### src/rtl/lsu_pkg.sv
// Shared encodings for the load/store unit: access widths, FSM states and the
// alignment check used by both the controller and the load extender.
package lsu_pkg;

    localparam logic [1:0] MEM_B   = 2'd0;
    localparam logic [1:0] MEM_H   = 2'd1;
    localparam logic [1:0] MEM_W   = 2'd2;
    localparam logic [1:0] MEM_ILL = 2'd3;

    typedef enum logic [1:0] {
        IDLE    = 2'd0,
        RD_WAIT = 2'd1,
        WR_DONE = 2'd2,
        RESP    = 2'd3
    } lsu_state_e;

    // True when the width is illegal or the byte offset breaks natural alignment.
    function automatic logic req_bad(input logic [1:0] width, input logic [1:0] off);
        logic bad;
        case (width)
            MEM_B:   bad = 1'b0;
            MEM_H:   bad = off[0];
            MEM_W:   bad = (off != 2'd0);
            default: bad = 1'b1;
        endcase
        return bad;
    endfunction

endpackage

### src/rtl/lsu_extend.sv
// Combinational load-data extender: memory data arrives zero-extended and
// low-aligned; this applies sign/zero extension for byte and half loads.
module lsu_extend
    import lsu_pkg::*;
(
    input  logic [31:0] data_i,
    input  logic [1:0]  width_i,
    input  logic        unsigned_i,
    input  logic [1:0]  offset_i,
    output logic [31:0] result_o
);

    // Extend by width; an access that could never have been issued yields zero.
    always_comb begin
        result_o = 32'd0;
        if (req_bad(width_i, offset_i)) begin
            result_o = 32'd0;
        end else begin
            case (width_i)
                MEM_B:   result_o = {{24{~unsigned_i & data_i[7]}}, data_i[7:0]};
                MEM_H:   result_o = {{16{~unsigned_i & data_i[15]}}, data_i[15:0]};
                MEM_W:   result_o = data_i;
                default: result_o = 32'd0;
            endcase
        end
    end

endmodule

### src/rtl/lsu.sv
// Load/store unit: accepts one request at a time, issues a single-cycle memory
// strobe, and returns a one-cycle response with extended load data or an error.
module lsu
    import lsu_pkg::*;
#(
    parameter int unsigned TIMEOUT = 16
)
(
    input  logic        clk,
    input  logic        rst,
    input  logic        req_valid,
    output logic        req_ready,
    input  logic        req_store,
    input  logic [1:0]  req_width,
    input  logic        req_unsigned,
    input  logic [31:0] req_addr,
    input  logic [31:0] req_wdata,
    output logic        resp_valid,
    output logic        resp_err,
    output logic [31:0] resp_rdata,
    output logic [31:0] mem_addr,
    output logic        mem_read_valid,
    output logic        mem_write_valid,
    output logic [31:0] mem_write_data,
    output logic [1:0]  mem_width,
    input  logic [31:0] mem_read_data,
    input  logic        mem_ready
);

    localparam int unsigned     CNT_W    = $clog2(TIMEOUT + 1);
    localparam logic [CNT_W-1:0] CNT_LAST = CNT_W'(TIMEOUT - 1);

    lsu_state_e       state_q;
    logic [CNT_W-1:0] cnt_q;
    logic [1:0]       width_q;
    logic             uns_q;
    logic [1:0]       off_q;
    logic             req_ready_q;
    logic             resp_valid_q;
    logic             resp_err_q;
    logic [31:0]      resp_rdata_q;
    logic [31:0]      mem_addr_q;
    logic             mem_rd_q;
    logic             mem_wr_q;
    logic [31:0]      mem_wdata_q;
    logic [1:0]       mem_width_q;
    logic [31:0]      ext_s;

    lsu_extend u_extend (
        .data_i     (mem_read_data),
        .width_i    (width_q),
        .unsigned_i (uns_q),
        .offset_i   (off_q),
        .result_o   (ext_s)
    );

    // Controller FSM; strobes and the response are single-cycle pulses cleared by default.
    always_ff @(posedge clk) begin
        if (rst) begin
            state_q      <= IDLE;
            cnt_q        <= '0;
            width_q      <= 2'd0;
            uns_q        <= 1'b0;
            off_q        <= 2'd0;
            req_ready_q  <= 1'b1;
            resp_valid_q <= 1'b0;
            resp_err_q   <= 1'b0;
            resp_rdata_q <= 32'd0;
            mem_addr_q   <= 32'd0;
            mem_rd_q     <= 1'b0;
            mem_wr_q     <= 1'b0;
            mem_wdata_q  <= 32'd0;
            mem_width_q  <= 2'd0;
        end else begin
            mem_rd_q     <= 1'b0;
            mem_wr_q     <= 1'b0;
            resp_valid_q <= 1'b0;
            resp_err_q   <= 1'b0;
            resp_rdata_q <= 32'd0;
            case (state_q)
                IDLE: begin
                    if (req_valid) begin
                        width_q     <= req_width;
                        uns_q       <= req_unsigned;
                        off_q       <= req_addr[1:0];
                        cnt_q       <= '0;
                        req_ready_q <= 1'b0;
                        if (req_bad(req_width, req_addr[1:0])) begin
                            state_q      <= RESP;
                            resp_valid_q <= 1'b1;
                            resp_err_q   <= 1'b1;
                        end else if (req_store) begin
                            state_q     <= WR_DONE;
                            mem_wr_q    <= 1'b1;
                            mem_addr_q  <= req_addr;
                            mem_width_q <= req_width;
                            mem_wdata_q <= req_wdata;
                        end else begin
                            state_q     <= RD_WAIT;
                            mem_rd_q    <= 1'b1;
                            mem_addr_q  <= req_addr;
                            mem_width_q <= req_width;
                        end
                    end else begin
                        req_ready_q <= 1'b1;
                    end
                end
                RD_WAIT: begin
                    // A ready on the last counted cycle still wins over the timeout.
                    if (mem_ready) begin
                        state_q      <= RESP;
                        resp_valid_q <= 1'b1;
                        resp_rdata_q <= ext_s;
                    end else if (cnt_q == CNT_LAST) begin
                        state_q      <= RESP;
                        resp_valid_q <= 1'b1;
                        resp_err_q   <= 1'b1;
                    end else begin
                        cnt_q <= cnt_q + CNT_W'(1);
                    end
                end
                WR_DONE: begin
                    state_q      <= RESP;
                    resp_valid_q <= 1'b1;
                end
                RESP: begin
                    state_q     <= IDLE;
                    req_ready_q <= 1'b1;
                end
                default: begin
                    state_q     <= IDLE;
                    req_ready_q <= 1'b1;
                end
            endcase
        end
    end

    assign req_ready       = req_ready_q;
    assign resp_valid      = resp_valid_q;
    assign resp_err        = resp_err_q;
    assign resp_rdata      = resp_rdata_q;
    assign mem_addr        = mem_addr_q;
    assign mem_read_valid  = mem_rd_q;
    assign mem_write_valid = mem_wr_q;
    assign mem_write_data  = mem_wdata_q;
    assign mem_width       = mem_width_q;

endmodule

### config.mk
export PLATFORM = sky130hd
export DESIGN_NAME = lsu
export DESIGN_NICKNAME = d
export VERILOG_FILES = /design/src/rtl/lsu_pkg.sv /design/src/rtl/lsu_extend.sv /design/src/rtl/lsu.sv
export SDC_FILE = /design/constraint.sdc
export NUM_CORES = 1
export LEC_CHECK = 0
export BUFFER_PORTS_ARGS = -buffer_cell sky130_fd_sc_hd__buf_2
export CORE_MARGIN = 2
export CORE_UTILIZATION = 30
export CTS_CLUSTER_DIAMETER = 60
export DETAILED_ROUTE_END_ITERATION = 8
export SETUP_SLACK_MARGIN = 0.4
export SYNTH_ARGS = -nofsm -noshare
export SYNTH_HDL_FRONTEND = slang
export SYNTH_SLANG_ARGS = --single-unit
### constraint.sdc
create_clock -name clk -period 2.25 [get_ports clk]
set_input_delay 0.675 -clock clk [delete_from_list [all_inputs] [get_ports clk]]
set_output_delay 0.675 -clock clk [all_outputs]
set_load 0.05 [all_outputs]
==> reports/qor.tcl <==
set qor(status) {finished, final reports clean}
set qor(post_route_minimum_period_ns) 1.82
set qor(clock_slew_at_the_register_clock_pins_of_the_worst_setup_and_hold_paths_ns) 0.06
set qor(tritoncts.num_buffers) 17
set qor(worst_ir_drop_on_vdd_mv) 0.542
set qor(synthFlopType) {dfxtp_1}
set qor(drt_iter0_drc) 143
set qor(post_cts_hold_buffer_count) 0
set qor(yosys.area.top_type_share_pct) 46.7
set qor(avg_vias_per_cell) 4.46
set qor(worst_ep_required_time_ns) 2.59
set qor(mappedNetlistNets) 601
set qor(total_negative_slack_for_setup_checks_ns) 0
set qor(slowest_stage) {or4_4}
set qor(row_count) 46
set qor(tightest_slew_ns) 0.990
set qor(critical_path_arrival_ns) 2.16
set qor(power.density_cell_area_nw_per_um2) 1020
set qor(timing.critical_path.slowest_cell_delay_ns) 0.51
set qor(post_synth_inst_count) 490
set qor(timing.fmax_mhz) 551
set qor(ctsRootBufferMaster) {clkbuf_16}
set qor(port-buffer-count) 206
set qor(clock_latency_ns) 0.42
set qor(hold_viol) 0
set qor(clock_tree.htree_level_count) 4
set qor(power.total_w) 0.00687
set qor(critical-path-top-delay-family) {simple AND/OR/NAND/NOR gates}
set qor(die-width_um) 132
set qor(netlist_top_cells_count) {nand2b_1, dfxtp_1, mux2i_1}
set qor(timing.slew.headroom_pct) 33.7
set qor(postSynth.asyncResetShare_pct) 0
set qor(wire_per_inst_um) 13.2
set qor(r2r_start) {cnt_q[0]$_SDFFE_PP0P_}
set qor(worst-setup-path-type) {reg2reg}
set qor(worstPathCellList) {ha_1 -> and3_1 -> ha_2 -> o21a_4 -> or4_4 -> a21oi_2}
set qor(firstDrtPassIters) 4
set qor(grt_use_total_pct) 13.9
set qor(post-synth-top-count-cell) {nand2b_1}
set qor(dp_hpwl_um) 8760
set qor(die_ht_um) 132
set qor(finalSetupViolations) 0
set qor(min_period_over_period_pct) 80.7
set qor(worstSetupEndpointType) {flip-flop}
set qor(area_delta_synth_final_pct) 36.9
set qor(floorplan.io_pins) 207
set qor(antenna_found_initial) 0
set qor(power.static_leakage_nw) 3.01
set qor(tritoncts_num_sinks) 115
set qor(finished_core_util_pct) 42.3
set qor(slew_violations) 0
set qor(min_path_cells) 2
set qor(syn_area_um2) 4930
set qor(post-route-drc-count) 0
set qor(global_route_wire_length_before_repair_um) 19600
set qor(floorplan.initialDensity_pct) 30.9
set qor(fin_skew_ns) 0.0110
set qor(overflow) 0
set qor(hold-path-endpoint) {mem_addr[1]$_SDFFE_PP0P_}
set qor(diode_count) 0
set qor(critical_hold_path_startpoint) {mem_addr[1]$_SDFFE_PP0P_}
set qor(post_synth_edffs) 0
set qor(ant_nets) 0
set qor(worst_hold_path_type) {reg2reg}
set qor(via_count) 4101
set qor(final_net_count) 802
set qor(worst_setup_slack_for_register_to_register_paths_ns) 0.43
set qor(ys_seq_area_share_pct) 46.7
set qor(worstRegToRegCells) 6
set qor(critical_path_peak_fanout) 7
set qor(dominant_cells_by_area_after_synthesis) {dfxtp_1, nand2b_1, mux2i_1}
set qor(avgSynthCellArea_um2) 10.1
set qor(clock_path_buffers) 2
set qor(grt_start_max_net_pins) 82
set qor(core_area_um2) 15900
set qor(cts_tree) {yes}
set qor(max_cap_violations) 0
set qor(detail_route.wirelength_um) 12200
set qor(synth.yosys.warnings) 0
set qor(r2r_end) {cnt_q[3]$_SDFFE_PP0P_}
set qor(die_area_um2) 17500
set qor(cp-start-kind) {flip-flop}
set qor(post_route_cells_drive_above_1_share_pct) 37.1
set qor(synth_seq_cells) 115
set qor(ys_types) 39
set qor(gpl.final_weighted_congestion) 0.778
set qor(grt_setup_unrepaired) {true}
set qor(timing.critical_path.buf_inv) 0
set qor(via_count_of_the_first_global_routing_pass) 4016
set qor(synth_largest_area_cell) {dfxtp_1}
-- cells by family after synthesis --
family / count (synthesis) / share of synthesized area [%]
multiplexers: 69 / 14.1
flip-flops: 115 / 46.7
AND/OR/NAND/NOR: 191 / 23.5
buffers and inverters: 38 / 4.67
AO/OA/AOI/OAI: 69 / 9.07
XOR/XNOR: 1 / 0.178
adder cells (fa/ha/maj): 7 / 1.78
-- layer usage --
metal	part of all wire, %	track usage [%]
met3	7.0	4.73
met2	47	22.9
met5	0	0
met1	44	16.4
met4	1.9	6.04
-- worst min-delay path, cell delays in order, from the launching register on --
cell      delay (ns)
dfxtp_1         0.30
nand2b_1        0.06
mux2i_1         0.05
-- area by class of cell --
cell class | instances | area, um2
clock buffers | 23 | 488
clock inverters | 9 | 101
fillers | 1607 | 9200
inverters | 5 | 18.8
multi-input cells | 337 | 2440
flip-flops and latches | 115 | 2300
well taps | 216 | 270
repair buffers | 215 | 1120
-- per-stage QoR --
| stage | setup WS (ns) | area (um2) | instances | hold slack (ns) |
|---|---|---|---|---|
| CTS | 0.400 | 6710 | 920 | 0.454 |
| global route | 0.361 | 6740 | 920 | 0.456 |
| finish | 0.434 | 6740 | 920 | 0.466 |
| floorplan | 0.405 | 4930 | 490 | 0.433 |
| detailed placement | 0.158 | 6090 | 886 | 0.458 |
| global placement | 0.240 | 6090 | 886 | 0.448 |
-- placed cells by master, fill, tap and decap left out, types with 2 or more instances in the layout --
cell / Yosys / final
buf_2: 6 / 206
nand2b_1: 132 / 132
dfxtp_1: 115 / 114
mux2i_1: 67 / 67
o21ai_0: 20 / 20
clkbuf_16: 0 / 17
a22oi_1: 16 / 16
nor2_1: 12 / 12
nand2_1: 13 / 12
a21oi_1: 13 / 11
a31oi_1: 8 / 8
and2_1: 8 / 8
buf_4: 0 / 7
ha_1: 7 / 6
clkinv_2: 0 / 5
inv_1: 4 / 4
nor2b_1: 4 / 4
nand3_1: 6 / 4
clkbuf_8: 0 / 4
nor3b_1: 3 / 3
and3_1: 2 / 2
or3_1: 2 / 2
a21oi_4: 2 / 2
or4_4: 0 / 2
o31ai_1: 2 / 2
o21bai_1: 2 / 2
a21oi_2: 0 / 2
mux2_2: 2 / 2
and3b_1: 2 / 2
nand3_2: 0 / 2
bufinv_16: 0 / 2
clkbuf_1: 19 / 2
buf_12: 1 / 2
-- worst max-delay path by stage --
stage	slack, ns	cells past startpoint	to	from
after CTS	0.40	6	cnt_q[3]$_SDFFE_PP0P_	cnt_q[0]$_SDFFE_PP0P_
final	0.43	6	cnt_q[3]$_SDFFE_PP0P_	cnt_q[0]$_SDFFE_PP0P_
after floorplan	0.40	6	mem_addr[0]$_SDFFE_PP0P_	req_addr[1]
after global routing	0.36	6	cnt_q[2]$_SDFFE_PP0P_	cnt_q[0]$_SDFFE_PP0P_
after detailed placement	0.16	5	mem_write_data[29]$_SDFFE_PP0P_	req_addr[1]
after global placement	0.24	5	mem_write_data[31]$_SDFFE_PP0P_	req_addr[1]
-- registers in the layout, indices dropped and copies added (netlist names), 2 cells and up --
name and flops:
cnt_q 5, mem_addr 32, resp_rdata 32, off_q 2, mem_write_data 32, mem_width 2
state_q 2, width_q 2
-- power breakdown --
| group | leakage [nW] | switching (W) | internal, W | total (W) |
|---|---|---|---|---|
| Combinational | 1.78 | 0.00122 | 0.000603 | 0.00182 |
| Clock | 0.293 | 0.000926 | 0.00174 | 0.00267 |
| Sequential | 0.934 | 0.000119 | 0.00226 | 0.00238 |
-- what timing repair did --
item | in CTS | in global routing
setup endpoints to repair | 2 | 57
hold endpoints to repair | 0 | 0
pin swaps | 3 | 2
resized for setup | 4 | 8
buffers inserted | 2 | 0
Power figures use the tool's default switching activity.
